[src/rtl/vga_sync_gen.sv]
// vga_sync_gen: 640x480@60 VGA timing from a divided master clock
module vga_sync_gen #(
  parameter int CLK_DIV  = 4,
  parameter int H_PIXELS = 640,
  parameter int H_FP     = 16,
  parameter int H_PULSE  = 96,
  parameter int H_BP     = 48,
  parameter int V_PIXELS = 480,
  parameter int V_FP     = 10,
  parameter int V_PULSE  = 2,
  parameter int V_BP     = 33,
  parameter bit H_POL    = 1'b0,
  parameter bit V_POL    = 1'b0
) (
  input  logic       Master_Clock_In,
  input  logic       Reset_N_In,
  output logic       Pixel_Tick_Out,
  output logic       HSync_Out,
  output logic       VSync_Out,
  output logic       Disp_Ena_Out,
  output logic [9:0] Val_Row_Out,
  output logic [9:0] Val_Col_Out,
  output logic       Frame_Start_Out
);
  localparam int DW = $clog2(CLK_DIV);
  localparam logic [DW-1:0] DIV_LAST = DW'(CLK_DIV - 1);
  localparam logic [9:0] H_LAST = 10'(H_PIXELS + H_FP + H_PULSE + H_BP - 1);
  localparam logic [9:0] V_LAST = 10'(V_PIXELS + V_FP + V_PULSE + V_BP - 1);
  localparam logic [9:0] H_ACT  = 10'(H_PIXELS);
  localparam logic [9:0] V_ACT  = 10'(V_PIXELS);
  localparam logic [9:0] HS_S   = 10'(H_PIXELS + H_FP);
  localparam logic [9:0] HS_E   = 10'(H_PIXELS + H_FP + H_PULSE - 1);
  localparam logic [9:0] VS_S   = 10'(V_PIXELS + V_FP);
  localparam logic [9:0] VS_E   = 10'(V_PIXELS + V_FP + V_PULSE - 1);
  logic [DW-1:0] div;
  logic          tick;
  logic          row_wrap;
  logic [9:0]    row_nxt;
  logic [9:0]    col_nxt;
  // next counter values; decode is taken from these so outputs align with the counters
  always_comb begin
    tick     = div == DIV_LAST;
    row_wrap = Val_Row_Out == H_LAST;
    row_nxt  = row_wrap ? '0 : Val_Row_Out + 10'd1;
    col_nxt  = row_wrap ? ((Val_Col_Out == V_LAST) ? '0 : Val_Col_Out + 10'd1) : Val_Col_Out;
  end
  // master-clock divider and registered one-cycle pixel tick
  always_ff @(posedge Master_Clock_In or negedge Reset_N_In) begin
    if (!Reset_N_In) begin
      div            <= '0;
      Pixel_Tick_Out <= 1'b0;
    end else begin
      div            <= tick ? '0 : div + DW'(1);
      Pixel_Tick_Out <= tick;
    end
  end
  // counters and decoded timing, reset parks at the last pixel so the first tick lands on (0,0)
  always_ff @(posedge Master_Clock_In or negedge Reset_N_In) begin
    if (!Reset_N_In) begin
      Val_Row_Out     <= H_LAST;
      Val_Col_Out     <= V_LAST;
      HSync_Out       <= ~H_POL;
      VSync_Out       <= ~V_POL;
      Disp_Ena_Out    <= 1'b0;
      Frame_Start_Out <= 1'b0;
    end else begin
      Frame_Start_Out <= tick && row_nxt == '0 && col_nxt == '0;
      if (tick) begin
        Val_Row_Out  <= row_nxt;
        Val_Col_Out  <= col_nxt;
        HSync_Out    <= (row_nxt >= HS_S && row_nxt <= HS_E) ? H_POL : ~H_POL;
        VSync_Out    <= (col_nxt >= VS_S && col_nxt <= VS_E) ? V_POL : ~V_POL;
        Disp_Ena_Out <= row_nxt < H_ACT && col_nxt < V_ACT;
      end
    end
  end
endmodule

[config.mk]
export PLATFORM = sky130hd
export DESIGN_NAME = vga_sync_gen
export DESIGN_NICKNAME = d
export VERILOG_FILES = /design/src/rtl/vga_sync_gen.sv
export SDC_FILE = /design/constraint.sdc
export NUM_CORES = 1
export LEC_CHECK = 0
export ABC_AREA = 1
export CAP_MARGIN = 20
export CORE_ASPECT_RATIO = 1.1
export CORE_MARGIN = 2
export CORE_UTILIZATION = 40
export DETAILED_ROUTE_END_ITERATION = 10
export SLEW_MARGIN = 20
export SYNTH_ARGS = -nofsm -noshare
export SYNTH_HDL_FRONTEND = slang
export SYNTH_SLANG_ARGS = --single-unit
[constraint.sdc]
create_clock -name Master_Clock_In -period 1.85 [get_ports Master_Clock_In]
set_input_delay 0.37 -clock Master_Clock_In [delete_from_list [all_inputs] [get_ports Master_Clock_In]]
set_output_delay 0.37 -clock Master_Clock_In [all_outputs]
set_load 0.01 [all_outputs]
==> out/results.tsv, run 1 <==
stage	metric	value	unit
critical_path	Worst Setup Start Kind	register	
sta	normalized max-slew margin	76.8	%
finish	final cell count without fillers	385	
die	DIE HEIGHT	75.7	um
worst_hold_path	worst hold path class	reg2reg	
die	I/O pins	27	
finish	Layout area overhead	35.4	%
sta	Worst Skew	0.00297	ns
synth	post-synthesis mux area share	0	%
finish	ant diodes	0	
critical_path	max incr delay on CP	0.56	ns
finish	Reg area	691	um2
clock_tree	CTS clk-pin slew, worst paths	0.09	ns
drt	top layer in use	met4	
critical_path	Critical R2R Launch	Val_Row_Out[1]	
run_status	failing checks	setup timing	
drt	number of remaining DRC errors	0	
synth	Mapped Cells	277	
critical_path	Crit. End Element	register	
synth	area share of xor/xnor cells in the synthesized design	0.938	%
clock_tree	TritonCTS buffer count	3	
drt	wire length on met3	99	um
global_route	gr usage total	18.6	%
critical_path	WS Path Type	reg2reg	
drt	DRT iter0 DRCs	70	
sta	setup ws final	-0.0270	ns
die	Rows	26	
clock_tree	# H-tree levels	1	
critical_path	critical path's top delay family	simple AND/OR/NAND/NOR gates	
die	die area	5230	um2
synth	Post-Syn Area per Cell	6.74	um2
synth	Syn. warnings	0	
critical_path	Critical Path AT	2.09	ns
global_route	first-pass GRT wire length	7740	um
finish	FILL cells	457	
sta	hold slack	0.438	ns
global_route	largest net degree at the start of global routing	28	
clock_tree	Root Driver	clkbuf_8	
critical_path	reg2reg setup slack	-0.03	ns
drt	first-pass iteration count of the detailed router	4	
run	Max-Cap Viols	0	
worst_hold_path	hold path startpoint	div[0]	
finish	most common cell after layout, fill and taps aside	nand2_1	
sta	crit share post-route	101	%
synth	Post-Synth Simple-Gate Area	40.7	%
drt	ANT nets after route	0	
critical_path	Crit-path slowest cell	dfstp_2	
placed_design	GP Congestion	0.863	
synth	mapped cell area	1870	um2
placed_design	Final HPWL DP	3520	um
sta	Worst-Margin Slew	0.349	ns
synth	main combinational cell family by area after synthesis	simple AND/OR/NAND/NOR gates	
placed_design	Port Buffers	26	
global_route	vias in the first global route	1805	
sta	Final Hold Viols	0	
synth	compound-cell area share of the yosys netlist	7.23	%
drt	routed length on met1	2380	um
sta	Final setup viols	3	
placed_design	post-placement setup slack	-0.0351	ns
clock_tree	CTS tree	yes	
power_and_ir_drop	leakage	1.28	nW
sta	max-slew violations	0	
synth	Post-Syn Nets	285	
synth	Netlist cell types	25	
placed_design	dpl cells	374	
global_route	GR Overflow Total	0	
worst_hold_path	Cells on Worst Hold Path	1	
sta	setup TNS	-0.0610	ns
finish	Post-layout nets	338	
finish	Multi-input gate area	1070	um2
critical_path	CP required	2.06	ns
power_and_ir_drop	Final Power	0.000944	W
power_and_ir_drop	Pwr Density	373	nW/um2
drt	WL final	5010	um
finish	most frequent cells in the layout	nand2_1 (84), inv_1 (36), buf_4 (28)	
sta	Max Clk Rate	533	MHz
critical_path	Reg-to-Reg End	Frame_Start_Out	
finish	layout cells sized above 1	21.0	%
drt	WL/cell	13.0	um
die	starting density of the core	41.0	%
drt	DR WL met2	2460	um
die	core area	4550	um2
synth	Synth Area in Adders	4.02	%
critical_path	total number of cells along the worst setup path	11	
clock_tree	Clk Latency, worst-skew pair	0.27	ns
drt	via count	1898	
worst_hold_path	hold path endpoint	div[0]	
clock_tree	Post-CTS Hold Fix Bufs	0	
critical_path	CP Max Fanout	7	
sta	RSZ-0062 raised after global routing	true	
clock_tree	maximum clock path buffer count	2	
power_and_ir_drop	VDD IR-drop max	0.234	mV
die	Die W	69.2	um
critical_path	crit path cell chain	ha_4 -> nand3_4 -> nor2_4 -> nand2_8 -> nand2_2 -> nand2_2 -> nor2_2 -> nand2_1 -> nor2_1 -> nand3_1 -> nor2_1	
sta	Period minus WS final	1.88	ns
run_status	status	finished with violations	
clock_tree	clk sinks	27	
synth	#FFs+latches synth	27	
critical_path	worst-case reg-to-reg path depth	11	
drt	DR vias/cell	4.93	
global_route	initial antenna violation count	0	
critical_path	Buf+Inv Stages, Crit Path	0	
synth	sequential fraction of the synthesis area	37.0	%
==> Yosys cell counts, drive strengths merged <==
library cell   n  area (um2)
ha             6        75.1
nand3b         1        7.51
a21oi          3        15.0
xor2           1        8.76
nor2          31         129
a21o           1        7.51
o21bai         1        7.51
nor3           2        10.0
nand2         92         363
dfstp         12         315
buf            4        32.5
o21ai         21         105
nand3         32         175
xnor2          1        8.76
nand4         12        75.1
dfrtp         15         375
inv           37         139
clkbuf         5        18.8
==> per-stage QoR <==
stage / util, % / area (um2)
after floorplan: - / 1870
after global placement: 51.4 / 2340
after detailed placement: 51.4 / 2340
after CTS: 52.8 / 2400
after global routing: 55.5 / 2530
final: 55.5 / 2530
==> layout make-up <==
| class | instances | area share (%) |
|---|---|---|
| flip-flops and latches | 27 | 27.3 |
| well taps | 56 | 2.77 |
| multi-input cells | 205 | 42.4 |
| clock buffers | 4 | 1.78 |
| inverters | 37 | 5.49 |
| repair buffers | 56 | 20.2 |
==> kinds of logic (layout without fill, tap and decap cells) <==
logic type,count (synthesis),in the layout
flops,27,27
fa+ha+maj,6,6
buf+inv,46,97
compound gates,26,26
simple gates,170,171
xor+xnor,2,2
==> state kept, by name (all words and copies together), names as in the netlist <==
signal and flops:
Val_Col_Out 10, Val_Row_Out 10, div 2, Disp_Ena_Out 1, Frame_Start_Out 1, HSync_Out 1, Pixel_Tick_Out 1, VSync_Out 1
==> layer usage <==
layer / vias to the layer above / track usage (%)
met2: 31 / 35.1
met1: 878 / 22.6
met4: 0 / 7.19
met5: - / 0
met3: 6 / 1.19
li1: 983 / -
==> repair_timing <==
item | in CTS | in global routing
pin swaps | 3 | 8
gates cloned | 0 | 1
gates resized for setup | 4 | 25
setup buffers | 2 | 4
setup endpoints to repair | 6 | 8
==> worst max path at each step <==
stage                        start         endpoint
floorplan           Val_Row_Out[1]     Disp_Ena_Out
detailed placement  Val_Row_Out[0]        VSync_Out
CTS                 Val_Row_Out[0]  Frame_Start_Out
finish              Val_Row_Out[1]  Frame_Start_Out
global route        Val_Row_Out[1]  Frame_Start_Out
global placement    Val_Row_Out[0]     Disp_Ena_Out
==> report_power, final <==
| part | internal (W) | total (W) | switching [W] |
|---|---|---|---|
| registers | 0.000591 | 0.000591 | 0 |
| logic | 0.00000322 | 0.0000146 | 0.0000114 |
| clock network | 0.000154 | 0.000339 | 0.000184 |
| total | 0.000749 | 0.000944 | 0.000196 |
Note: power is estimated with default switching activity, not from simulation.
==> inputs of run 2 (changes only) <==
--- a/config.mk
+++ b/config.mk
@@ -8,9 +8,10 @@
 export ABC_AREA = 1
 export CAP_MARGIN = 20
 export CORE_ASPECT_RATIO = 1.1
-export CORE_MARGIN = 2
+export CORE_MARGIN = 1.5
 export CORE_UTILIZATION = 40
 export DETAILED_ROUTE_END_ITERATION = 10
+export SKIP_CTS_REPAIR_TIMING = 1
 export SLEW_MARGIN = 20
 export SYNTH_ARGS = -nofsm -noshare
 export SYNTH_HDL_FRONTEND = slang
==> out/results.tsv, run 2 (same netlist as run 1, synthesis figures left out) <==
stage	metric	value	unit	change
global_route	largest net degree at the start of global routing	28		unchanged
finish	Layout area overhead	36.2	%	was 35.4%
clock_tree	Root Driver	clkbuf_8		unchanged
placed_design	Port Buffers	26		unchanged
critical_path	CP Max Fanout	8		was 7
global_route	vias in the first global route	1742		was 1,805
sta	Worst-Margin Slew	0.356	ns	was 0.349 ns
drt	first-pass iteration count of the detailed router	4		unchanged
finish	ant diodes	0		unchanged
die	DIE HEIGHT	74.7	um	was 75.7 um
critical_path	Crit-path slowest cell	dfstp_2		unchanged
run_status	failing checks	setup timing		unchanged
sta	setup ws final	-0.0583	ns	was -0.0270 ns
clock_tree	CTS tree	yes		unchanged
clock_tree	clk sinks	27		unchanged
drt	ANT nets after route	0		unchanged
clock_tree	Clk Latency, worst-skew pair	0.28	ns	was 0.27 ns
finish	most common cell after layout, fill and taps aside	nand2_1		unchanged
drt	number of remaining DRC errors	0		unchanged
finish	layout cells sized above 1	20.5	%	was 21.0%
die	core area	4380	um2	was 4550 um2
clock_tree	maximum clock path buffer count	2		unchanged
drt	DRT iter0 DRCs	82		was 70
clock_tree	# H-tree levels	1		unchanged
critical_path	crit path cell chain	ha_4 -> nand3_4 -> nor2_4 -> nand2_8 -> buf_6 -> o21bai_1 -> nand2_1 -> nand2_1 -> nor2_1 -> nand2_1 -> nor2_1 -> nor2_1		was ha_4 -> nand3_4 -> nor2_4 -> nand2_8 -> nand2_2 -> nand2_2 -> nor2_2 -> nand2_1 -> nor2_1 -> nand3_1 -> nor2_1
drt	DR vias/cell	5.00		was 4.93
sta	Worst Skew	0.00172	ns	was 0.00297 ns
sta	Final setup viols	3		unchanged
critical_path	Worst Setup Start Kind	register		unchanged
finish	Post-layout nets	340		was 338
critical_path	CP required	2.07	ns	was 2.06 ns
clock_tree	TritonCTS buffer count	3		unchanged
sta	max-slew violations	0		unchanged
die	starting density of the core	42.7	%	was 41.0%
global_route	GR Overflow Total	0		unchanged
drt	WL final	4940	um	was 5010 um
die	Rows	25		was 26
placed_design	GP Congestion	0.876		was 0.863
global_route	first-pass GRT wire length	8050	um	was 7740 um
run_status	status	finished with violations		unchanged
sta	RSZ-0062 raised after global routing	true		unchanged
sta	Max Clk Rate	524	MHz	was 533 MHz
sta	normalized max-slew margin	76.3	%	was 76.8%
drt	via count	1925		was 1,898
power_and_ir_drop	Pwr Density	374	nW/um2	was 373 nW/um2
finish	Largest regs	Val_Col_Out (10), Val_Row_Out (10), div (2)		unchanged
power_and_ir_drop	leakage	1.28	nW	about the same
critical_path	Crit. End Element	register		unchanged
finish	most frequent cells in the layout	nand2_1 (84), inv_1 (36), buf_4 (29)		was nand2_1 (84), inv_1 (36), buf_4 (28)
global_route	initial antenna violation count	0		unchanged
placed_design	Final HPWL DP	3510	um	was 3520 um
drt	WL/cell	12.8	um	was 13.0 um
worst_hold_path	worst hold path class	reg2reg		unchanged
sta	Period minus WS final	1.91	ns	was 1.88 ns
critical_path	Critical Path AT	2.13	ns	was 2.09 ns
critical_path	WS Path Type	reg2reg		unchanged
sta	Final Hold Viols	0		unchanged
critical_path	max incr delay on CP	0.57	ns	was 0.56 ns
global_route	gr usage total	21.0	%	was 18.6%
die	die area	5090	um2	was 5230 um2
die	I/O pins	27		unchanged
clock_tree	CTS clk-pin slew, worst paths	0.09	ns	about the same
placed_design	post-placement setup slack	-0.0491	ns	was -0.0351 ns
run	Max-Cap Viols	0		unchanged
power_and_ir_drop	VDD IR-drop max	0.215	mV	was 0.234 mV
sta	crit share post-route	103	%	was 101%
die	Die W	68.2	um	was 69.2 um
sta	setup TNS	-0.129	ns	was -0.0610 ns
## run 2: changes by cell type in the layout (fill, tap and decap cells not counted), sizes merged
cell | previous run | this run
buf | 30 | 33
nand2 | 93 | 92
dlygate4sd2 | 2 | 0
dlymetal6s2s | 5 | 6
clkdlybuf4s50 | 19 | 20
## run 2: power by group
part | total, W | switching [W] | internal, W
logic | 0.0000148 | 0.0000116 | 0.00000323
clock network | 0.000346 | 0.000191 | 0.000155
registers | 0.000591 | 0 | 0.000591
## run 2: cell type report
class	count	area, um2
Timing Repair Buffer	59	551
Fill cell	441	1840
Sequential cell	27	691
Inverter	37	139
Tap cell	54	67.6
Multi-Input combinational cell	204	1050
Clock buffer	4	45.0
## run 2: routing by layer
metal | GRT usage, % | routed length [um]
met5 | 0 | 0
met1 | 28.9 | 2380
met2 | 34.6 | 2310
met3 | 1.79 | 156
met4 | 7.33 | 95
## run 2: final timing paths
kind,startpoint,endpoint,slack [ns],cells after the start
max,Val_Row_Out[1],VSync_Out,-0.06,12
min,div[0],div[0],0.44,1
max reg2reg,Val_Row_Out[1],VSync_Out,-0.06,12
min reg2reg,div[0],div[0],0.44,1
max in group asynchronous,Reset_N_In,VSync_Out,1.08,2
min in group asynchronous,Reset_N_In,Val_Col_Out[1],0.46,2
## run 2: critical path: cells and delay by family, from the launching register on
kind                     cells  cell delay [ns]
flip-flops                   1             0.57
adder cells (fa/ha/maj)      1             0.16
AND/OR/NAND/NOR              9             0.85
buffers and inverters        1             0.16
AO/OA/AOI/OAI                1             0.12
## run 2: stage by stage
step                      std cells  cell area [um2]  utilization (%)  total power, W  hold slack [ns]
after floorplan                 277             1870                -        0.000602           0.0744
after global placement          371             2330             53.2        0.000618            0.427
after detailed placement        371             2330             53.2        0.000618            0.431
after CTS                       375             2370             54.2        0.000969            0.447
after global routing            385             2540             58.1        0.000982            0.457
final                           385             2540             58.1        0.000952            0.438
